--- src/rtl/issuer_pkg.sv ---
// Shared definitions for the instruction issuer: opcodes, zoom limits, status codes,
// FSM encoding and instruction word field positions.
package issuer_pkg;

    // Opcode encodings, identical to memory_control.
    localparam logic [2:0] OP_RD  = 3'b001;
    localparam logic [2:0] OP_WR  = 3'b010;
    localparam logic [2:0] OP_NHI = 3'b011;
    localparam logic [2:0] OP_PR  = 3'b100;
    localparam logic [2:0] OP_NH  = 3'b101;
    localparam logic [2:0] OP_BA  = 3'b110;

    localparam logic [2:0] ZOOM_RESET = 3'b100;
    localparam logic [2:0] ZOOM_MAX   = 3'b110;
    localparam logic [2:0] ZOOM_MIN   = 3'b010;

    localparam logic [1:0] ST_OK         = 2'b00;
    localparam logic [1:0] ST_ILLEGAL    = 2'b01;
    localparam logic [1:0] ST_ZOOM_LIMIT = 2'b10;
    localparam logic [1:0] ST_TIMEOUT    = 2'b11;

    localparam int OPC_LSB   = 0;
    localparam int OPC_MSB   = 2;
    localparam int ADDR_LSB  = 3;
    localparam int ADDR_MSB  = 19;
    localparam int COLOR_LSB = 20;
    localparam int COLOR_MSB = 27;

    typedef enum logic [2:0] {
        S_IDLE      = 3'd0,
        S_DECODE    = 3'd1,
        S_ISSUE     = 3'd2,
        S_WAIT_ACK  = 3'd3,
        S_WAIT_DONE = 3'd4,
        S_RESPOND   = 3'd5
    } state_t;

    function automatic logic is_legal_op(input logic [2:0] op);
        return (op != 3'b000) && (op != 3'b111);
    endfunction

    function automatic logic is_zoom_in(input logic [2:0] op);
        return (op == OP_NHI) || (op == OP_PR);
    endfunction

    function automatic logic is_zoom_out(input logic [2:0] op);
        return (op == OP_NH) || (op == OP_BA);
    endfunction

endpackage

--- src/rtl/instruction_issuer_if.sv ---
// Bundle of host-side and memory_control-side signals of the instruction issuer.
interface instruction_issuer_if;
    import issuer_pkg::*;

    // Host handshake: an instruction transfers on a rising clock edge where
    // instr_valid && instr_ready; resp_valid is a one-cycle pulse with no back-pressure.
    logic [31:0] instr_data;
    logic        instr_valid;
    logic        instr_ready;
    logic        resp_valid;
    logic [1:0]  resp_status;
    logic [7:0]  resp_rd_data;
    logic [2:0]  zoom_level;
    logic        busy;

    logic [2:0]  mc_operation;
    logic [16:0] mc_addr;
    logic [7:0]  mc_color;
    logic [2:0]  mc_zoom;
    logic        mc_enable;
    logic        mc_done;
    logic [7:0]  mem_rd_data;

    modport master (
        input  instr_data, instr_valid, mc_done, mem_rd_data,
        output instr_ready, resp_valid, resp_status, resp_rd_data, zoom_level, busy,
               mc_operation, mc_addr, mc_color, mc_zoom, mc_enable
    );

    modport slave (
        output instr_data, instr_valid, mc_done, mem_rd_data,
        input  instr_ready, resp_valid, resp_status, resp_rd_data, zoom_level, busy,
               mc_operation, mc_addr, mc_color, mc_zoom, mc_enable
    );

endinterface

--- src/rtl/issuer_watchdog.sv ---
// Load/count/expire counter bounding the wait for memory_control to finish.
module issuer_watchdog #(
    parameter int           W     = 18,
    parameter logic [W-1:0] LIMIT = '1
) (
    input  logic clock,
    input  logic reset,
    input  logic load,
    input  logic count_en,
    output logic expired
);

    logic [W-1:0] count;

    // The load cycle counts as the first elapsed cycle, so expiry lands on cycle LIMIT.
    always_ff @(posedge clock or posedge reset) begin
        if (reset) begin
            count <= '0;
        end else if (load) begin
            count <= {{(W-1){1'b0}}, 1'b1};
        end else if (count_en && !expired) begin
            count <= count + 1'b1;
        end
    end

    assign expired = count_en && (count == LIMIT - 1'b1);

endmodule

--- src/rtl/instruction_issuer.sv ---
// Command front end for memory_control: decode, issue, wait for done, respond.
// Optional watchdog enabled by defining ISSUER_TIMEOUT_EN.
module instruction_issuer
    import issuer_pkg::*;
#(
    parameter int                   TIMEOUT_W      = 18,
    parameter logic [TIMEOUT_W-1:0] TIMEOUT_CYCLES = 18'd262143
) (
    input  logic                 clock,
    input  logic                 reset,
    instruction_issuer_if.master bus,
    output state_t               state_dbg
);

    state_t      state, state_next;
    logic [2:0]  op_q;
    logic [16:0] addr_q;
    logic [7:0]  color_q;
    logic [2:0]  mc_op_q;
    logic [16:0] mc_addr_q;
    logic [7:0]  mc_color_q;
    logic [2:0]  zoom_q;
    logic [1:0]  status_q;
    logic [7:0]  rd_q;

    logic        accept;
    logic        decode_err;
    logic [1:0]  decode_status;
    logic        finish_ok;
    logic        timeout_hit;
    logic        wd_expired;
    logic        unused_reserved;

    assign unused_reserved = ^bus.instr_data[31:28];
    assign accept          = bus.instr_valid && bus.instr_ready;

    always_ff @(posedge clock or posedge reset) begin
        if (reset) begin
            state <= S_IDLE;
        end else begin
            state <= state_next;
        end
    end

    always_comb begin
        state_next    = state;
        decode_err    = 1'b0;
        decode_status = ST_OK;
        finish_ok     = 1'b0;
        timeout_hit   = 1'b0;

        if (!is_legal_op(op_q)) begin
            decode_err    = 1'b1;
            decode_status = ST_ILLEGAL;
        end else if ((is_zoom_in(op_q) && zoom_q == ZOOM_MAX) ||
                     (is_zoom_out(op_q) && zoom_q == ZOOM_MIN)) begin
            decode_err    = 1'b1;
            decode_status = ST_ZOOM_LIMIT;
        end

        case (state)
            S_IDLE: begin
                if (accept) state_next = S_DECODE;
            end
            S_DECODE: begin
                // A previous run (possibly one orphaned by reset) must finish first.
                if (decode_err)       state_next = S_RESPOND;
                else if (bus.mc_done) state_next = S_ISSUE;
            end
            S_ISSUE: begin
                state_next = S_WAIT_ACK;
            end
            S_WAIT_ACK: begin
                if (wd_expired) begin
                    timeout_hit = 1'b1;
                    state_next  = S_RESPOND;
                end else if (!bus.mc_done) begin
                    state_next = S_WAIT_DONE;
                end
            end
            S_WAIT_DONE: begin
                if (bus.mc_done) begin
                    finish_ok  = 1'b1;
                    state_next = S_RESPOND;
                end else if (wd_expired) begin
                    timeout_hit = 1'b1;
                    state_next  = S_RESPOND;
                end
            end
            S_RESPOND: begin
                state_next = S_IDLE;
            end
            default: begin
                state_next = S_IDLE;
            end
        endcase
    end

    always_ff @(posedge clock or posedge reset) begin
        if (reset) begin
            op_q       <= 3'b000;
            addr_q     <= '0;
            color_q    <= '0;
            mc_op_q    <= 3'b000;
            mc_addr_q  <= '0;
            mc_color_q <= '0;
            zoom_q     <= ZOOM_RESET;
            status_q   <= ST_OK;
            rd_q       <= '0;
        end else begin
            if (accept) begin
                op_q    <= bus.instr_data[OPC_MSB:OPC_LSB];
                addr_q  <= bus.instr_data[ADDR_MSB:ADDR_LSB];
                color_q <= bus.instr_data[COLOR_MSB:COLOR_LSB];
            end
            // Bus fields only change when a legal op is about to launch.
            if (state == S_DECODE && state_next == S_ISSUE) begin
                mc_op_q    <= op_q;
                mc_addr_q  <= addr_q;
                mc_color_q <= color_q;
            end
            if (state == S_DECODE && decode_err) begin
                status_q <= decode_status;
            end
            if (finish_ok) begin
                status_q <= ST_OK;
                if (op_q == OP_RD) rd_q <= bus.mem_rd_data;
                if (is_zoom_in(op_q))       zoom_q <= zoom_q + 3'd1;
                else if (is_zoom_out(op_q)) zoom_q <= zoom_q - 3'd1;
            end
            if (timeout_hit) begin
                status_q <= ST_TIMEOUT;
            end
        end
    end

`ifdef ISSUER_TIMEOUT_EN
    logic wd_load;
    logic wd_count;

    assign wd_load  = (state == S_ISSUE);
    assign wd_count = (state == S_WAIT_ACK) || (state == S_WAIT_DONE);

    issuer_watchdog #(
        .W     (TIMEOUT_W),
        .LIMIT (TIMEOUT_CYCLES)
    ) u_watchdog (
        .clock    (clock),
        .reset    (reset),
        .load     (wd_load),
        .count_en (wd_count),
        .expired  (wd_expired)
    );
`else
    logic unused_timeout_cfg;

    assign wd_expired         = 1'b0;
    assign unused_timeout_cfg = ^TIMEOUT_CYCLES;
`endif

    assign bus.instr_ready  = (state == S_IDLE) && !reset;
    assign bus.busy         = (state != S_IDLE);
    assign bus.resp_valid   = (state == S_RESPOND);
    assign bus.resp_status  = status_q;
    assign bus.resp_rd_data = rd_q;
    assign bus.zoom_level   = zoom_q;
    assign bus.mc_zoom      = zoom_q;
    assign bus.mc_enable    = (state == S_ISSUE);
    assign bus.mc_operation = mc_op_q;
    assign bus.mc_addr      = mc_addr_q;
    assign bus.mc_color     = mc_color_q;
    assign state_dbg        = state;

endmodule

--- src/flat_wrapper.sv ---
// flat-port wrapper written by rule: the top's interface ports become plain ports
module instruction_issuer_flat import issuer_pkg::*;
#(
    parameter int                   TIMEOUT_W      = 18,
    parameter logic [TIMEOUT_W-1:0] TIMEOUT_CYCLES = 18'd262143
)
  (clock, reset, state_dbg, bus_instr_data, bus_instr_valid, bus_mc_done, bus_mem_rd_data, bus_instr_ready, bus_resp_valid, bus_resp_status, bus_resp_rd_data, bus_zoom_level, bus_busy, bus_mc_operation, bus_mc_addr, bus_mc_color, bus_mc_zoom, bus_mc_enable);
  instruction_issuer_if bus_i ();
  input  logic clock;
  input  logic reset;
  output state_t state_dbg;
  input wire logic [$bits(bus_i.instr_data)-1:0] bus_instr_data;
  input wire logic [$bits(bus_i.instr_valid)-1:0] bus_instr_valid;
  input wire logic [$bits(bus_i.mc_done)-1:0] bus_mc_done;
  input wire logic [$bits(bus_i.mem_rd_data)-1:0] bus_mem_rd_data;
  output wire logic [$bits(bus_i.instr_ready)-1:0] bus_instr_ready;
  output wire logic [$bits(bus_i.resp_valid)-1:0] bus_resp_valid;
  output wire logic [$bits(bus_i.resp_status)-1:0] bus_resp_status;
  output wire logic [$bits(bus_i.resp_rd_data)-1:0] bus_resp_rd_data;
  output wire logic [$bits(bus_i.zoom_level)-1:0] bus_zoom_level;
  output wire logic [$bits(bus_i.busy)-1:0] bus_busy;
  output wire logic [$bits(bus_i.mc_operation)-1:0] bus_mc_operation;
  output wire logic [$bits(bus_i.mc_addr)-1:0] bus_mc_addr;
  output wire logic [$bits(bus_i.mc_color)-1:0] bus_mc_color;
  output wire logic [$bits(bus_i.mc_zoom)-1:0] bus_mc_zoom;
  output wire logic [$bits(bus_i.mc_enable)-1:0] bus_mc_enable;
  assign bus_i.instr_data = bus_instr_data;
  assign bus_i.instr_valid = bus_instr_valid;
  assign bus_i.mc_done = bus_mc_done;
  assign bus_i.mem_rd_data = bus_mem_rd_data;
  assign bus_instr_ready = bus_i.instr_ready;
  assign bus_resp_valid = bus_i.resp_valid;
  assign bus_resp_status = bus_i.resp_status;
  assign bus_resp_rd_data = bus_i.resp_rd_data;
  assign bus_zoom_level = bus_i.zoom_level;
  assign bus_busy = bus_i.busy;
  assign bus_mc_operation = bus_i.mc_operation;
  assign bus_mc_addr = bus_i.mc_addr;
  assign bus_mc_color = bus_i.mc_color;
  assign bus_mc_zoom = bus_i.mc_zoom;
  assign bus_mc_enable = bus_i.mc_enable;
  instruction_issuer #(.TIMEOUT_W(TIMEOUT_W), .TIMEOUT_CYCLES(TIMEOUT_CYCLES)) u_core (.clock(clock), .reset(reset), .bus(bus_i), .state_dbg(state_dbg));
endmodule
--- config.mk ---
export PLATFORM = sky130hd
export DESIGN_NAME = instruction_issuer_flat
export DESIGN_NICKNAME = d
export VERILOG_FILES = /design/src/rtl/issuer_pkg.sv /design/src/rtl/instruction_issuer_if.sv /design/src/rtl/issuer_watchdog.sv /design/src/rtl/instruction_issuer.sv /design/src/flat_wrapper.sv
export SDC_FILE = /design/constraint.sdc
export NUM_CORES = 1
export LEC_CHECK = 0
export ABC_CLOCK_PERIOD_IN_PS = 2400
export CORE_MARGIN = 4
export CORE_UTILIZATION = 62
export DETAILED_ROUTE_END_ITERATION = 8
export DONT_BUFFER_PORTS = 1
export PLACE_DENSITY = 0.78
export SETUP_SLACK_MARGIN = 0.2
export SLEW_MARGIN = 0
export SYNTH_ARGS = -nofsm -noshare
export SYNTH_HDL_FRONTEND = slang
export SYNTH_SLANG_ARGS = --single-unit
--- constraint.sdc ---
create_clock -name clock -period 2.4 [get_ports clock]
set_clock_uncertainty 0.05 [all_clocks]
set_input_delay 0.36 -clock clock [delete_from_list [all_inputs] [get_ports clock]]
set_output_delay 0.36 -clock clock [all_outputs]
set_load 0.02 [all_outputs]
Word level (Yosys, flattened, before mapping)
Index checks and enable logic that the tools add are counted.
Widths: inputs -> output; s select.
Storage, ports and cells
  bits in registers: 72
  output and inout bits: 51
  word-level logic and storage cells: 60
Cells by class
  add/sub/neg operators: 2
  equality and inequality tests: 14
  multiplexer cells: 16
  reductions and logical operators: 18
Operator list (count)
  $mux 3: 7
  $eq 3x3->1 const B: 6
  $eq 3x2->1 const B: 5
  $pmux 3 s5: 1
  $mux 2: 4
  $logic_and 1x1->1: 7
  $eq 3x1->1 const B: 2
  $reduce_bool 3->1: 2
  $mux 1: 4
  $reduce_and 2->1: 2
  $reduce_bool 2->1: 2
  $add 3x1->3 const B: 1
  $logic_not 3->1: 1
  $logic_or 1x1->1: 3
  $ne 3x3->1 const B: 1
  $sub 3x1->3 const B: 1
  $logic_not 1->1: 1

Depth between registers and ports, before layout
Gate-level depths: netlist of the first run.
  depth after elaboration: 10
  mapped depth: 10
  depth with buffers taken out: 9

Worst setup path after synthesis of the first run
OpenSTA, ideal clock, no wires.
  kind: register to register
  from: reg u_core.state[0] (netlist: u_core.state_dbg[0])
  to: reg u_core.addr_q[0]
  library setup time: 125 ps
  data arrival time: 1876 ps
  required time: 2225 ps
  path slack: 349 ps
  cell stages (with the launch flop): 8
  path buffers: 3
  cells stage by stage: dfrtp_1 -> buf_2 -> or3_4 -> nor2_4 -> nand2_2 -> buf_6 -> buf_6 -> mux2_4
On the way
  word-level cells in the longest chain between the ends: 3
RTL lines
  start, declared: line instruction_issuer.sv:15  | state_t state, state_next;
  start signal, assigned: line instruction_issuer.sv:41  | state <= state_next;
  $logic_not 3->1: line instruction_issuer.sv:161  | assign bus.instr_ready = (state == S_IDLE) && !reset;
  $logic_and 1x1->1: line instruction_issuer.sv:161
  named net bus_instr_ready: line flat_wrapper.sv:16  | output wire logic [$bits(bus_i.instr_ready)-1:0] bus_instr_ready;
  $logic_and 1x1->1: line instruction_issuer.sv:35  | assign accept = bus.instr_valid && bus.instr_ready;
  end signal, assigned: line instruction_issuer.sv:113  | addr_q <= bus.instr_data[ADDR_MSB:ADDR_LSB];
  end, declared: line instruction_issuer.sv:17  | logic [16:0] addr_q;
The timed path passes the listed nets, and every way through them passes these cells.
A chain may end at the register's enable or synchronous reset.

Worst setup path in the final report of the first run
  from: reg u_core.op_q[2]
  to: reg u_core.mc_addr_q[13] (netlist: u_core.bus.mc_addr[13])
On the way
  word-level cells in the longest chain between the ends: 10
RTL lines
  start, declared: line instruction_issuer.sv:16  | logic [2:0] op_q;
  start signal, assigned: line instruction_issuer.sv:112  | op_q <= bus.instr_data[OPC_MSB:OPC_LSB];
  $eq 3x2->1 (tied with other cells): line issuer_pkg.sv:43  | return (op == OP_NHI) || (op == OP_PR);
  $logic_or 1x1->1, on equally long branches: line issuer_pkg.sv:43, issuer_pkg.sv:47
  $logic_and 1x1->1, on equally long branches: line instruction_issuer.sv:55, instruction_issuer.sv:56
  $logic_or 1x1->1: line instruction_issuer.sv:55  | end else if ((is_zoom_in(op_q) && zoom_q == ZOOM_MAX) ||
  $mux 1: line instruction_issuer.sv:55
  $mux 1 (*): line instruction_issuer.sv:52  | if (!is_legal_op(op_q)) begin
  $mux 3 (*): line instruction_issuer.sv:67  | if (decode_err) state_next = S_RESPOND;
  $pmux 3 s5 (*): line instruction_issuer.sv:61  | case (state)
  $eq 3x2->1 (*): line instruction_issuer.sv:117  | if (state == S_DECODE && state_next == S_ISSUE) begin
  $logic_and 1x1->1 (*): line instruction_issuer.sv:117
  end signal, assigned: line instruction_issuer.sv:119  | mc_addr_q <= addr_q;
  end, declared: line instruction_issuer.sv:20  | logic [16:0] mc_addr_q;
Every way passes the cells marked *; elsewhere a longest branch is shown, timed or not.

==> run_results.csv, run 1 <==
group,metric,value,unit
timing,worst_pin_slew,0.690,ns
clocking,htreeDepth,3,
logic_synthesis,synth_cell_types,39,
timing,hold_violations,0,
timing,period_minus_slack,2.11,ns
clocking,cts_tree,"yes",
timing,maxSlewViolCount,0,
run_status,outcome,"finished clean",
placed_design,numPortBuffers,0,
layout,area_growth,9.34,%
logic_synthesis,netlist_top_cells_area,"dfrtp_1 (55%), mux2_4 (18%), mux2_2 (9.1%), buf_6 (2.5%), nand2_1 (0.94%)",
clocking,clk_pin_slew,0.07,ns
flow_run,drv_cap,0,
placed_design,hpwl,4.25,mm
timing,relSlewSlack,53.9,%
layout,layout_commonest_cell,"dfrtp_1",
floorplanning,die_area,6380,sq um
clocking,worstSkewPairLatency,0.33,ns
logic_synthesis,synth_top_area_share,55.5,%
logic_synthesis,synth-seq-cells,72,
clocking,clock-root-buffer,"clkbuf_8",
logic_synthesis,avgSynthCellArea,15.3,sq um
layout,fill_cells,316,
critical_path,crit_type,"flip-flop to flip-flop",
timing,fmax,0.473,GHz
drt,drtAntennaViolNets,0,
global_routing,track_usage,20.6,%
power,vdd_drop_max,0.862,mV
power,total_power,5.45,mW
layout,drive_gt1_share,44.3,%
power,power.leakage,1.68,nW
logic_synthesis,ys_seq_area_share,56.3,%
floorplanning,start_util,66.0,%
logic_synthesis,synthesis.nets,254,
floorplanning,row_count,25,
logic_synthesis,syn-cell-area,3200,sq um
global_routing,grt_max_degree,51,
drt,drt-total-wl,6.06,mm
critical_path,crit_required,2.56,ns
clocking,clkSinkCount,72,
drt,drc,0,
drt,vias_per_cell,5.83,
min_path,hp-class,"input port to flip-flop",
global_routing,grt_pass1_wl,9.74,mm
floorplanning,core,4850,sq um
floorplanning,die_h,79.9,um
timing,setup_viol,0,
global_routing,antenna_found_initial,0,
layout,nNetsFinal,261,
global_routing,first_global_vias,1905,
clocking,numCtsBuffers,9,
floorplanning,ios,95,
drt,drtIter0Drc,93,
timing,rsz0062_at_grt,"no",
floorplanning,chipWidth,79.9,um
timing,period_share,88.0,%
drt,routedWlPerCell,21.0,um
logic_synthesis,ys.flop_type,"dfrtp_1",
timing,tns,0,ns
logic_synthesis,synth_edf_count,0,
clocking,cts_buffer_depth,2,
logic_synthesis,syn_inst,209,
global_routing,overflow,0,
power,p_per_area,1560,nW/um^2
critical_path,critPathLaunchType,"flip-flop",
critical_path,cp-end-kind,"flip-flop",
layout,mostFrequentLayoutCells,"dfrtp_1 (69), mux2_4 (38), mux2_2 (26)",
clocking,post-cts-setup-buffers,0,
logic_synthesis,ys.warnings.count,0,
critical_path,cp.arrival,2.28,ns
logic_synthesis,synthArstFlopShare,100,%
placed_design,gp_congestion,0.779,
drt,vias,1679,
layout,antenna_cells,0,
critical_path,crit_fanout,25,
layout,utilization,72.2,%
logic_synthesis,synth_top_area_cell,"dfrtp_1",
drt,dr.pass1.iters,4,
-- cell families after synthesis --
logic type               count (synthesis)  share of synthesized area [%]
AO/OA/AOI/OAI                           13                           3.24
multiplexers                            65                           27.3
flip-flops                              72                           56.3
buffers and inverters                   18                           4.22
adder cells (fa/ha/maj)                  1                          0.625
XOR/XNOR                                 5                           1.37
AND/OR/NAND/NOR                         35                           6.96
-- critical path, cell delays in order, from the launching register on --
cell     delay [ns]
dfrtp_1        0.52
or3_1          0.43
nand2_1        0.17
a21oi_4        0.07
nand3_4        0.15
buf_12         0.23
mux2_2         0.36
-- flip-flops by register name, summed over array words and instances (netlist names) --
name and count:
u_core.bus.mc_operation 3, u_core.bus.mc_addr 17, u_core.bus.resp_status 2, u_core.bus.mc_zoom 3, u_core.state_dbg 3, u_core.op_q 3
u_core.addr_q 17, u_core.bus.mc_color 8, u_core.color_q 8, u_core.bus.resp_rd_data 8
-- per-layer routing --
| metal | share of wire (%) | global-route usage (%) | vias to the layer above |
|---|---|---|---|
| met3 | 8.7 | 7.22 | 14 |
| met2 | 52 | 35.1 | 74 |
| met1 | 37 | 22.7 | 852 |
| met5 | 0 | 0 | - |
| li1 | - | - | 739 |
| met4 | 2.4 | 10.1 | 0 |
-- per-stage QoR --
step | instance area (sq um) | instances | hold slack, ns | setup WS (ns)
2_1_floorplan | 3210 | 209 | 0.425 | 0.349
3_3_place_gp | 3270 | 271 | 0.230 | 0.401
3_5_place_dp | 3270 | 271 | 0.250 | 0.319
4_1_cts | 3500 | 288 | 0.110 | 0.311
5_1_grt | 3500 | 288 | 0.0988 | 0.243
6_report | 3500 | 288 | 0.119 | 0.287
-- area by class of cell --
class                   count  area [sq um]  share of cell area, %
clock buffers              13           149                   4.25
flip-flops and latches     72          1810                   51.6
inverters                   4          18.8                  0.536
clock inverters             3          65.1                   1.86
well taps                  67          83.8                   2.39
multi-input cells         119          1260                   36.1
repair buffers             10           115                   3.29
-- path summary, 6_finish.rpt --
| kind | cells past startpoint | slack, ns | start | end |
|---|---|---|---|---|
| max | 6 | 0.29 | u_core.op_q[2] | u_core.bus.mc_addr[13] |
| min | 1 | 0.12 | bus_instr_data[19] | u_core.addr_q[16] |
| max reg2reg | 6 | 0.29 | u_core.op_q[2] | u_core.bus.mc_addr[13] |
| min reg2reg | 1 | 0.46 | u_core.addr_q[15] | u_core.addr_q[15] |
| max in group asynchronous | 3 | 1.20 | reset | u_core.bus.mc_color[6] |
| min in group asynchronous | 2 | 0.50 | reset | u_core.state_dbg[1] |
-- timing repair --
action                                 CTS  global route
hold buffers                             1             0
gates resized for setup                  0             2
setup endpoints to repair                0             1
endpoints found under the hold margin   21             0
-- cell usage after synthesis, drive strengths merged (3+ instances only) --
cell / instances
xnor2: 3
nor2: 6
buf: 13
nand2b: 4
a21oi: 3
inv: 4
or3: 3
o21ai: 3
dfrtp: 71
nand3: 4
mux2: 64
nand2: 9
-- report_power, final --
part | leakage [nW] | internal, mW | switching, mW
sequential | 0.879 | 1.80 | 0.851
combinational | 0.692 | 1.02 | 0.760
clock | 0.108 | 0.614 | 0.407
total | 1.68 | 3.44 | 2.02
Note: power is estimated with default switching activity, not from simulation.
==> run 2, diff against run 1 <==
--- a/config.mk
+++ b/config.mk
@@ -5,12 +5,13 @@
 export SDC_FILE = /design/constraint.sdc
 export NUM_CORES = 1
 export LEC_CHECK = 0
-export ABC_CLOCK_PERIOD_IN_PS = 2400
+export ABC_CLOCK_PERIOD_IN_PS = 1700
 export CORE_MARGIN = 4
-export CORE_UTILIZATION = 62
+export CORE_UTILIZATION = 56
 export DETAILED_ROUTE_END_ITERATION = 8
 export DONT_BUFFER_PORTS = 1
-export PLACE_DENSITY = 0.78
+export PLACE_DENSITY = 0.74
+export RECOVER_POWER = 50
 export SETUP_SLACK_MARGIN = 0.2
 export SLEW_MARGIN = 0
 export SYNTH_ARGS = -nofsm -noshare
==> constraint.sdc (replaced) <==
create_clock -name clock -period 1.7 [get_ports clock]
set_clock_uncertainty 0.05 [all_clocks]
set_input_delay 0.255 -clock clock [delete_from_list [all_inputs] [get_ports clock]]
set_output_delay 0.255 -clock clock [all_outputs]
set_load 0.02 [all_outputs]
==> run_results.csv, run 2 (same netlist as run 1, synthesis figures left out) <==
group,metric,value,unit
timing,period_minus_slack,1.81,ns
global_routing,overflow,0,
critical_path,critPathLaunchType,"flip-flop",
global_routing,grt_max_degree,73,
clocking,cts_buffer_depth,2,
flow_run,drv_cap,0,
floorplanning,start_util,57.8,%
power,power.leakage,1.99,nW
floorplanning,core,5540,sq um
global_routing,track_usage,20.0,%
placed_design,hpwl,4.61,mm
placed_design,pre_cts_ws,-0.209,ns
floorplanning,die_area,6990,sq um
timing,rsz0062_at_grt,"yes",
layout,regArea,1810,sq um
run_status,outcome,"finished, violations left",
drt,drtIter0Drc,45,
critical_path,crit_type,"flip-flop to flip-flop",
clocking,htreeDepth,3,
global_routing,grt_pass1_wl,10.9,mm
layout,nNetsFinal,314,
run_status,violations,"setup timing",
timing,setup_viol,67,
floorplanning,chipWidth,83.6,um
timing,hold_violations,0,
timing,hold_ws,0.0248,ns
layout,mostFrequentLayoutCells,"dfrtp_1 (67), mux2_4 (45), dlygate4sd3_1 (27)",
timing,period_share,107,%
critical_path,crit_required,1.87,ns
critical_path,r2r_slack,-0.11,ns
layout,multi_input_area,1360,sq um
power,p_per_area,2040,nW/um^2
clocking,clkSinkCount,72,
drt,vias,1882,
critical_path,cp.arrival,1.98,ns
clocking,clk_pin_slew,0.07,ns
timing,setup_ws,-0.114,ns
layout,area_growth,29.2,%
drt,drt-total-wl,6.94,mm
layout,antenna_cells,0,
power,vdd_drop_max,1.18,mV
floorplanning,row_count,27,
clocking,numCtsBuffers,9,
drt,routedWlPerCell,20.2,um
timing,relSlewSlack,36.7,%
drt,vias_per_cell,5.47,
power,seqPwrFrac,44.4,%
drt,dr.pass1.iters,4,
floorplanning,ios,95,
timing,fmax,0.551,GHz
power,intPower,5.23,mW
global_routing,antenna_found_initial,0,
clocking,cts_tree,"yes",
critical_path,cp-end-kind,"flip-flop",
drt,drc,0,
clocking,worstSkewPairLatency,0.33,ns
placed_design,numPortBuffers,0,
timing,maxSlewViolCount,0,
critical_path,crit_fanout,13,
layout,layout_commonest_cell,"dfrtp_1",
power,switchingPower,3.19,mW
min_path,hp-class,"input port to flip-flop",
layout,drive_gt1_share,51.8,%
global_routing,first_global_vias,2131,
power,pwr-share-comb,42.3,%
timing,worst_pin_slew,0.950,ns
drt,drtAntennaViolNets,0,
power,switching_share,37.9,%
layout,fill_cells,342,
power,pwr-share-clk,13.3,%
clocking,clock-root-buffer,"clkbuf_8",
floorplanning,die_h,83.6,um
placed_design,gp_congestion,0.747,
-- run 2: cell types whose count changed in the layout (fill, tap and decap cells not counted), moves of 3 or more --
cell | previous run | this run
mux2_2 | 26 | 19
dlygate4sd3_1 | 1 | 27
clkinvlp_4 | 1 | 4
clkbuf_1 | 3 | 0
nand2_1 | 8 | 5
buf_4 | 6 | 17
o21ai_0 | 3 | 0
buf_6 | 0 | 9
mux2_4 | 38 | 45
-- run 2: path summary, 6_finish.rpt --
kind,from,end,cells past startpoint
setup / recovery,u_core.op_q[0],u_core.bus.mc_operation[2],6
hold / removal,bus_instr_data[12],u_core.addr_q[9],1
setup reg to reg,u_core.op_q[0],u_core.bus.mc_operation[2],6
hold reg to reg,u_core.color_q[0],u_core.bus.mc_color[0],1
max in group asynchronous,reset,u_core.state_dbg[0],3
min in group asynchronous,reset,u_core.addr_q[12],3
-- run 2: critical path, cell delays in order (launching register included) --
cell,delay [ns]
dfrtp_2,0.48
or3_1,0.39
nand2_2,0.12
a21oi_4,0.05
nand3_4,0.12
buf_12,0.18
mux2_4,0.31
-- run 2: what timing repair did --
action,in CTS,in global routing
setup buffers,2,3
setup endpoints to repair,75,75
cloned,2,1
hold endpoints to repair,80,17
gates resized for setup,30,9
hold buffers,10,17
pin swaps,3,1
-- run 2: layout make-up --
cell class	count	share of cell area, %
Timing Repair Buffer	63	16.8
Inverter	4	0.454
Sequential cell	72	43.7
Clock inverter	5	0.877
Tap cell	72	2.18
Multi-Input combinational cell	119	32.9
Clock buffer	9	2.99
-- run 2: layer usage --
layer  vias up  part of all wire (%)  track usage (%)
met5         -                     0                0
met4         0                   1.4             5.99
met3        12                   5.8             8.19
met2        61                    56             35.9
met1       968                    37             21.4
li1        841                     -                -
-- run 2: per-stage QoR --
stage / cells / power [mW] / cell area (sq um) / util, % / TNS, ns
2_1_floorplan: 209 / 5.90 / 3260 / - / -11.43
3_3_place_gp: 295 / 6.48 / 3470 / 62.7 / -2.79
3_5_place_dp: 295 / 6.76 / 3470 / 62.7 / -3.87
4_1_cts: 323 / 8.24 / 3900 / 70.4 / -4.24
5_1_grt: 344 / 8.90 / 4140 / 74.7 / -8.91
6_report: 344 / 8.42 / 4140 / 74.7 / -5.68
-- run 2: power by group through the flow --
stage | combinational [mW] | clock, mW | sequential [mW]
floorplan | 2.33 | 0 | 3.57
global placement | 2.82 | 0 | 3.66
detailed placement | 3.01 | 0 | 3.75
CTS | 3.35 | 1.15 | 3.74
global route | 3.83 | 1.24 | 3.83
finish | 3.56 | 1.12 | 3.74
